$ cat src/rtl/ecp_clk_pkg.sv
// Shared definitions for the ECP5 PLL lock supervisor: the debug-visible state
// codes and default timing derived from the 25 MHz reference clock.
package ecp_clk_pkg;

  typedef enum logic [2:0] {
    ST_RESET_PLL = 3'd0,
    ST_WAIT_LOCK = 3'd1,
    ST_STABLE    = 3'd2,
    ST_RUN       = 3'd3,
    ST_FAIL      = 3'd4
  } state_t;

  localparam int REF_CLK_HZ        = 25_000_000;
  localparam int DEF_RST_CYCLES    = 16;
  localparam int DEF_LOCK_TIMEOUT  = REF_CLK_HZ / 100;
  localparam int DEF_STABLE_CYCLES = 1024;
  localparam int DEF_MAX_RETRIES   = 4;
  localparam int DEF_CNT_W         = 8;

  function automatic int max3(input int a, input int b, input int c);
    int m;
    m = (a > b) ? a : b;
    return (m > c) ? m : c;
  endfunction

endpackage

$ cat src/rtl/sync_2ff.sv
// Generic two-flop bit synchroniser with asynchronous active-low reset;
// the output is 0 while in reset.
module sync_2ff (
  input  logic i_clk,
  input  logic i_rst_n,
  input  logic i_d,
  output logic o_q
);

  logic r_meta;
  logic r_sync;

  always_ff @(posedge i_clk or negedge i_rst_n) begin
    if (!i_rst_n) begin
      r_meta <= 1'b0;
      r_sync <= 1'b0;
    end else begin
      r_meta <= i_d;
      r_sync <= r_meta;
    end
  end

  assign o_q = r_sync;

endmodule

$ cat src/rtl/pll_lock_supervisor.sv
// Sequences ECP5 PLL reset, lock wait with timeout/retry and lock-stability
// qualification, and produces a qualified reset for the PLL clock domain.
module pll_lock_supervisor
  import ecp_clk_pkg::*;
#(
  parameter int RST_CYCLES    = DEF_RST_CYCLES,
  parameter int LOCK_TIMEOUT  = DEF_LOCK_TIMEOUT,
  parameter int STABLE_CYCLES = DEF_STABLE_CYCLES,
  parameter int MAX_RETRIES   = DEF_MAX_RETRIES,
  parameter int CNT_W         = DEF_CNT_W
) (
  input  logic             clkin,
  input  logic             rstn,
  input  logic             locked_async,
  input  logic             retry,
  output logic             pll_rst,
  output logic             sys_rst_n,
  output logic             ready,
  output logic             fail,
  output logic [CNT_W-1:0] retry_cnt,
  output logic [CNT_W-1:0] loss_cnt,
  output logic [2:0]       state
);

  localparam int TMR_W = $clog2(max3(RST_CYCLES, LOCK_TIMEOUT, STABLE_CYCLES)) + 1;
  localparam logic [CNT_W-1:0] MAX_R = CNT_W'(MAX_RETRIES);

  logic             w_locked_s;
  state_t           r_state;
  state_t           w_state_nxt;
  logic [TMR_W-1:0] r_timer;
  logic [TMR_W-1:0] w_timer_nxt;
  logic [CNT_W-1:0] r_retry_cnt;
  logic [CNT_W-1:0] w_retry_nxt;
  logic [CNT_W-1:0] w_retry_inc;
  logic [CNT_W-1:0] r_loss_cnt;
  logic [CNT_W-1:0] w_loss_nxt;
  logic [CNT_W-1:0] w_loss_inc;
  logic             r_pll_rst;
  logic             r_sys_rst_n;
  logic             r_ready;
  logic             r_fail;

  sync_2ff u_lock_sync (
    .i_clk   (clkin),
    .i_rst_n (rstn),
    .i_d     (locked_async),
    .o_q     (w_locked_s)
  );

  assign w_retry_inc = (r_retry_cnt == '1) ? r_retry_cnt : r_retry_cnt + CNT_W'(1);
  assign w_loss_inc  = (r_loss_cnt == '1)  ? r_loss_cnt  : r_loss_cnt + CNT_W'(1);

  // One shared timer serves every timed state; it is cleared on each transition.
  always_comb begin
    w_state_nxt = r_state;
    w_timer_nxt = r_timer + TMR_W'(1);
    w_retry_nxt = r_retry_cnt;
    w_loss_nxt  = r_loss_cnt;
    case (r_state)
      ST_RESET_PLL: begin
        if (r_timer == TMR_W'(RST_CYCLES - 1)) begin
          w_state_nxt = ST_WAIT_LOCK;
          w_timer_nxt = '0;
        end
      end
      ST_WAIT_LOCK: begin
        if (w_locked_s) begin
          w_state_nxt = ST_STABLE;
          w_timer_nxt = '0;
        end else if (r_timer == TMR_W'(LOCK_TIMEOUT - 1)) begin
          w_retry_nxt = w_retry_inc;
          w_timer_nxt = '0;
          w_state_nxt = (w_retry_inc >= MAX_R) ? ST_FAIL : ST_RESET_PLL;
        end
      end
      ST_STABLE: begin
        if (!w_locked_s) begin
          w_state_nxt = ST_WAIT_LOCK;
          w_timer_nxt = '0;
        end else if (r_timer == TMR_W'(STABLE_CYCLES - 1)) begin
          w_state_nxt = ST_RUN;
          w_timer_nxt = '0;
          w_retry_nxt = '0;
        end
      end
      ST_RUN: begin
        w_timer_nxt = '0;
        if (!w_locked_s) begin
          w_state_nxt = ST_RESET_PLL;
          w_loss_nxt  = w_loss_inc;
        end
      end
      ST_FAIL: begin
        w_timer_nxt = '0;
        if (retry) begin
          w_state_nxt = ST_RESET_PLL;
          w_retry_nxt = '0;
        end
      end
      default: begin
        w_state_nxt = ST_RESET_PLL;
        w_timer_nxt = '0;
      end
    endcase
  end

  always_ff @(posedge clkin or negedge rstn) begin
    if (!rstn) begin
      r_state     <= ST_RESET_PLL;
      r_timer     <= '0;
      r_retry_cnt <= '0;
      r_loss_cnt  <= '0;
      r_pll_rst   <= 1'b1;
      r_sys_rst_n <= 1'b0;
      r_ready     <= 1'b0;
      r_fail      <= 1'b0;
    end else begin
      r_state     <= w_state_nxt;
      r_timer     <= w_timer_nxt;
      r_retry_cnt <= w_retry_nxt;
      r_loss_cnt  <= w_loss_nxt;
      r_pll_rst   <= (w_state_nxt == ST_RESET_PLL) || (w_state_nxt == ST_FAIL);
      r_sys_rst_n <= (w_state_nxt == ST_RUN);
      r_ready     <= (w_state_nxt == ST_RUN);
      r_fail      <= (w_state_nxt == ST_FAIL);
    end
  end

  assign pll_rst   = r_pll_rst;
  assign sys_rst_n = r_sys_rst_n;
  assign ready     = r_ready;
  assign fail      = r_fail;
  assign retry_cnt = r_retry_cnt;
  assign loss_cnt  = r_loss_cnt;
  assign state     = r_state;

endmodule

$ cat config.mk
export PLATFORM = sky130hd
export DESIGN_NAME = pll_lock_supervisor
export DESIGN_NICKNAME = d
export VERILOG_FILES = /design/src/rtl/ecp_clk_pkg.sv /design/src/rtl/sync_2ff.sv /design/src/rtl/pll_lock_supervisor.sv
export SDC_FILE = /design/constraint.sdc
export NUM_CORES = 1
export LEC_CHECK = 0
export CAP_MARGIN = 40
export CORE_MARGIN = 2
export CORE_UTILIZATION = 50
export DETAILED_ROUTE_END_ITERATION = 16
export GPL_ROUTABILITY_DRIVEN = 0
export PLACE_DENSITY = 0.75
export SYNTH_ARGS = -nofsm -noshare
export SYNTH_HDL_FRONTEND = slang
export SYNTH_HIERARCHICAL = 1
export SYNTH_SLANG_ARGS = --single-unit
$ cat constraint.sdc
create_clock -name clkin -period 2.2 [get_ports clkin]
set_input_delay 0.33 -clock clkin [delete_from_list [all_inputs] [get_ports clkin]]
set_output_delay 0.33 -clock clkin [all_outputs]
set_load 0.02 [all_outputs]
==> out/metrics.cfg <==
[floorplan]
core.rowCount=24
start_util_pct=52.1
die_area_um2=5120
die_y_um=71.6
core_um2=4380
die_w_um=71.6
io_pins=27

[cts]
worstSkewPairLatency_ns=0.30
cts.sinks=43
cts.reportedPaths.clkPinSlew_ns=0.09
cts-buffers-inserted=5
clock-root-buffer=clkbuf_8
clk_path_buf_depth=2
cts_tree=built
htree_levels=2
cts_setup_buffers=0

[setup_path]
crit_chain=nand4_1 -> or4_4 -> o2111a_2 -> o41ai_1 -> a21bo_2
critPathCapture=retry_cnt[3]
crit_fanout=4
r2r_start=r_timer[16]
startpoint=r_timer[16]
critPathLaunchType=register
r2r-end=retry_cnt[3]
reg2regPathDepth=5
crit_type=register to register
cp_slowest_stage_delay_ns=0.52
required_ns=2.40
crit_arrival_ns=2.23
critPathCaptureType=register
cp_slowest_cell=or4_4
r2r_setup_slack_ns=0.18

[global_routing]
grt_max_degree=24
grt_pass1_vias=1860
grt-ovfl-total=0
grt_pass1_wl_um=8290
grt_use_total_pct=20.3
antenna_found_initial=0

[power]
power_leakage_nw=1.21
vdd_drop_max_uv=502
p_per_area_nw_per_um2=983

[run]
cap_violations=0

[yosys]
synth-simple-area-share_pct=25.2
ys_ff_latch=43
async_flop_share_pct=100
syn_inst=240
synthesis.nets=247
seq_area_frac_synth_pct=47.2
synth_edf_count=0
muxShareOfSynthArea_pct=2.96
synth.distinct_cells=50
synth_xor_area_share_pct=9.59
synthAdderAreaFrac_pct=1.64
synthFlopType=dfrtp_1
synth_top_family_by_area=simple AND/OR/NAND/NOR gates
synth_area_per_cell_um2=9.51
synth_compound_area_share_pct=10.6
yosysWarnings=6
syn-cell-area_um2=2280

[cells_and_area]
area_growth_syn_to_layout_pct=22.2
n_antenna_cell=0
layout_common_cells=dfrtp_1 (40), nor2_1 (34), clkdlybuf4s50_1 (25), nand2_1 (16)
drive_above_1_share_pct=13.9
fin_nets=286
layout_commonest_cell=dfrtp_1

[route]
detail-route-antenna-nets=0
vias=1900
drtIter0Drc=220
drcViolationCount=0
via_per_inst=5.72
routedWlPerCell_um=14.0
drt-pass1-iter-count=4
drt-total-wl_um=4640

[sta]
worst_slew_pin_slew_ns=0.562
clock.fmax_mhz=495
period_needed_ns=2.02
clock_skew_ns=0.00820
final_max_slew_viol_count=0
min_period_over_period_pct=91.9
hold_viol_final=0
rsz0062_at_grt=no
setup_viol=0
tns_ns=0
slew_headroom_pct=62.5
setup_slack_ns=0.178

[outcome]
outcome=finished, final reports clean

[placed_design]
pre_cts_ws_ns=0.144
numPortBuffers=26
hpwl_um=3390

[hold_path]
hold_path.class=primary input to asynchronous set/reset pin

-- worst max-delay path, delay by kind of cell (launching register included) --
kind | cells | cell delay, ns
flops | 1 | 0.42
compound gates | 3 | 0.87
simple gates | 2 | 0.64
-- through the flow --
step	util (%)	total power, W	hold slack [ns]	cell area, µm²	cells
3_5_place_dp	61.3	0.00222	0.356	2690	324
2_1_floorplan	-	0.00179	0.0344	2280	240
4_1_cts	63.5	0.00276	0.0245	2780	332
3_3_place_gp	61.3	0.00221	0.353	2690	324
6_report	63.7	0.00274	0.00504	2790	332
5_1_grt	63.7	0.00293	0.0369	2790	332
-- routing by layer --
layer / track usage, % / routed length (µm) / vias up
met1: 28.2 / 2200 / 902
met3: 4.64 / 254 / 10
li1: - / - / 929
met4: 8.18 / 91 / 0
met5: 0 / 0 / -
met2: 30.9 / 2090 / 59
-- synth_stat cells, types with 2 or more instances --
cell	instances	share of area (%)
xor2_1	11	4.2
and3_1	9	2.5
a21oi_1	7	1.5
buf_2	2	0.44
nor3_1	9	2.0
nand4_1	8	2.2
nor2_1	34	5.6
clkbuf_1	6	0.99
mux2i_1	3	1.3
xnor2_1	14	5.4
nor4_1	4	1.1
a2bb2oi_1	2	0.77
nand2_1	16	2.6
o21ai_0	9	2.0
dfrtp_1	42	46
a31oi_1	4	1.1
nand3_1	14	3.1
nand2b_1	4	1.1
inv_1	7	1.2
mux2_2	2	0.99
ha_1	3	1.6
nor2b_1	2	0.55
-- state kept, by name (all words and copies together) (netlist names) --
register and cells:
u_lock_sync/o_q 1, loss_cnt 8, state 3, r_timer 19
u_lock_sync/r_meta 1, retry_cnt 8, pll_rst 1, fail 1
ready 1
-- layout make-up --
type                       instances  area [µm²]
clock inverter                     3        26.3
tap                               52        65.1
inverter                           7        26.3
fill                             371        1590
timing repair buffer              41         380
sequential                        43        1080
clock buffer                       5        68.8
multi-input combinational        181        1140
-- cell families (layout without fill, tap and decap cells) --
family | Yosys count | count (layout)
DFF | 43 | 43
muxes | 6 | 6
AOI/OAI and AO/OA | 35 | 35
xor gates and xnor gates | 25 | 25
and+or+nand+nor | 112 | 112
adders and majority gates | 3 | 3
buffers and inverters | 16 | 56
-- report_power, final --
part	total (W)	internal, W	switching (W)
combinational	0.00115	0.000511	0.000640
clock	0.000530	0.000233	0.000297
sequential	0.00106	0.000928	0.000135
-- worst min-delay path by stage --
stage / start / to / slack [ns] / cells after the start
after global routing: rstn / r_timer[3] / 0.04 / 1
after global placement: rstn / r_timer[3] / 0.35 / 1
final: rstn / r_timer[3] / 0.005 / 1
after CTS: rstn / r_timer[3] / 0.02 / 1
after floorplan: rstn / fail / 0.03 / 0
after detailed placement: rstn / r_timer[3] / 0.36 / 1
-- timing repair --
action                     CTS  global route
resized for setup            0             5
hold buffers                 0             0
setup endpoints to repair    0            15
(Power assumes the default switching activity.)
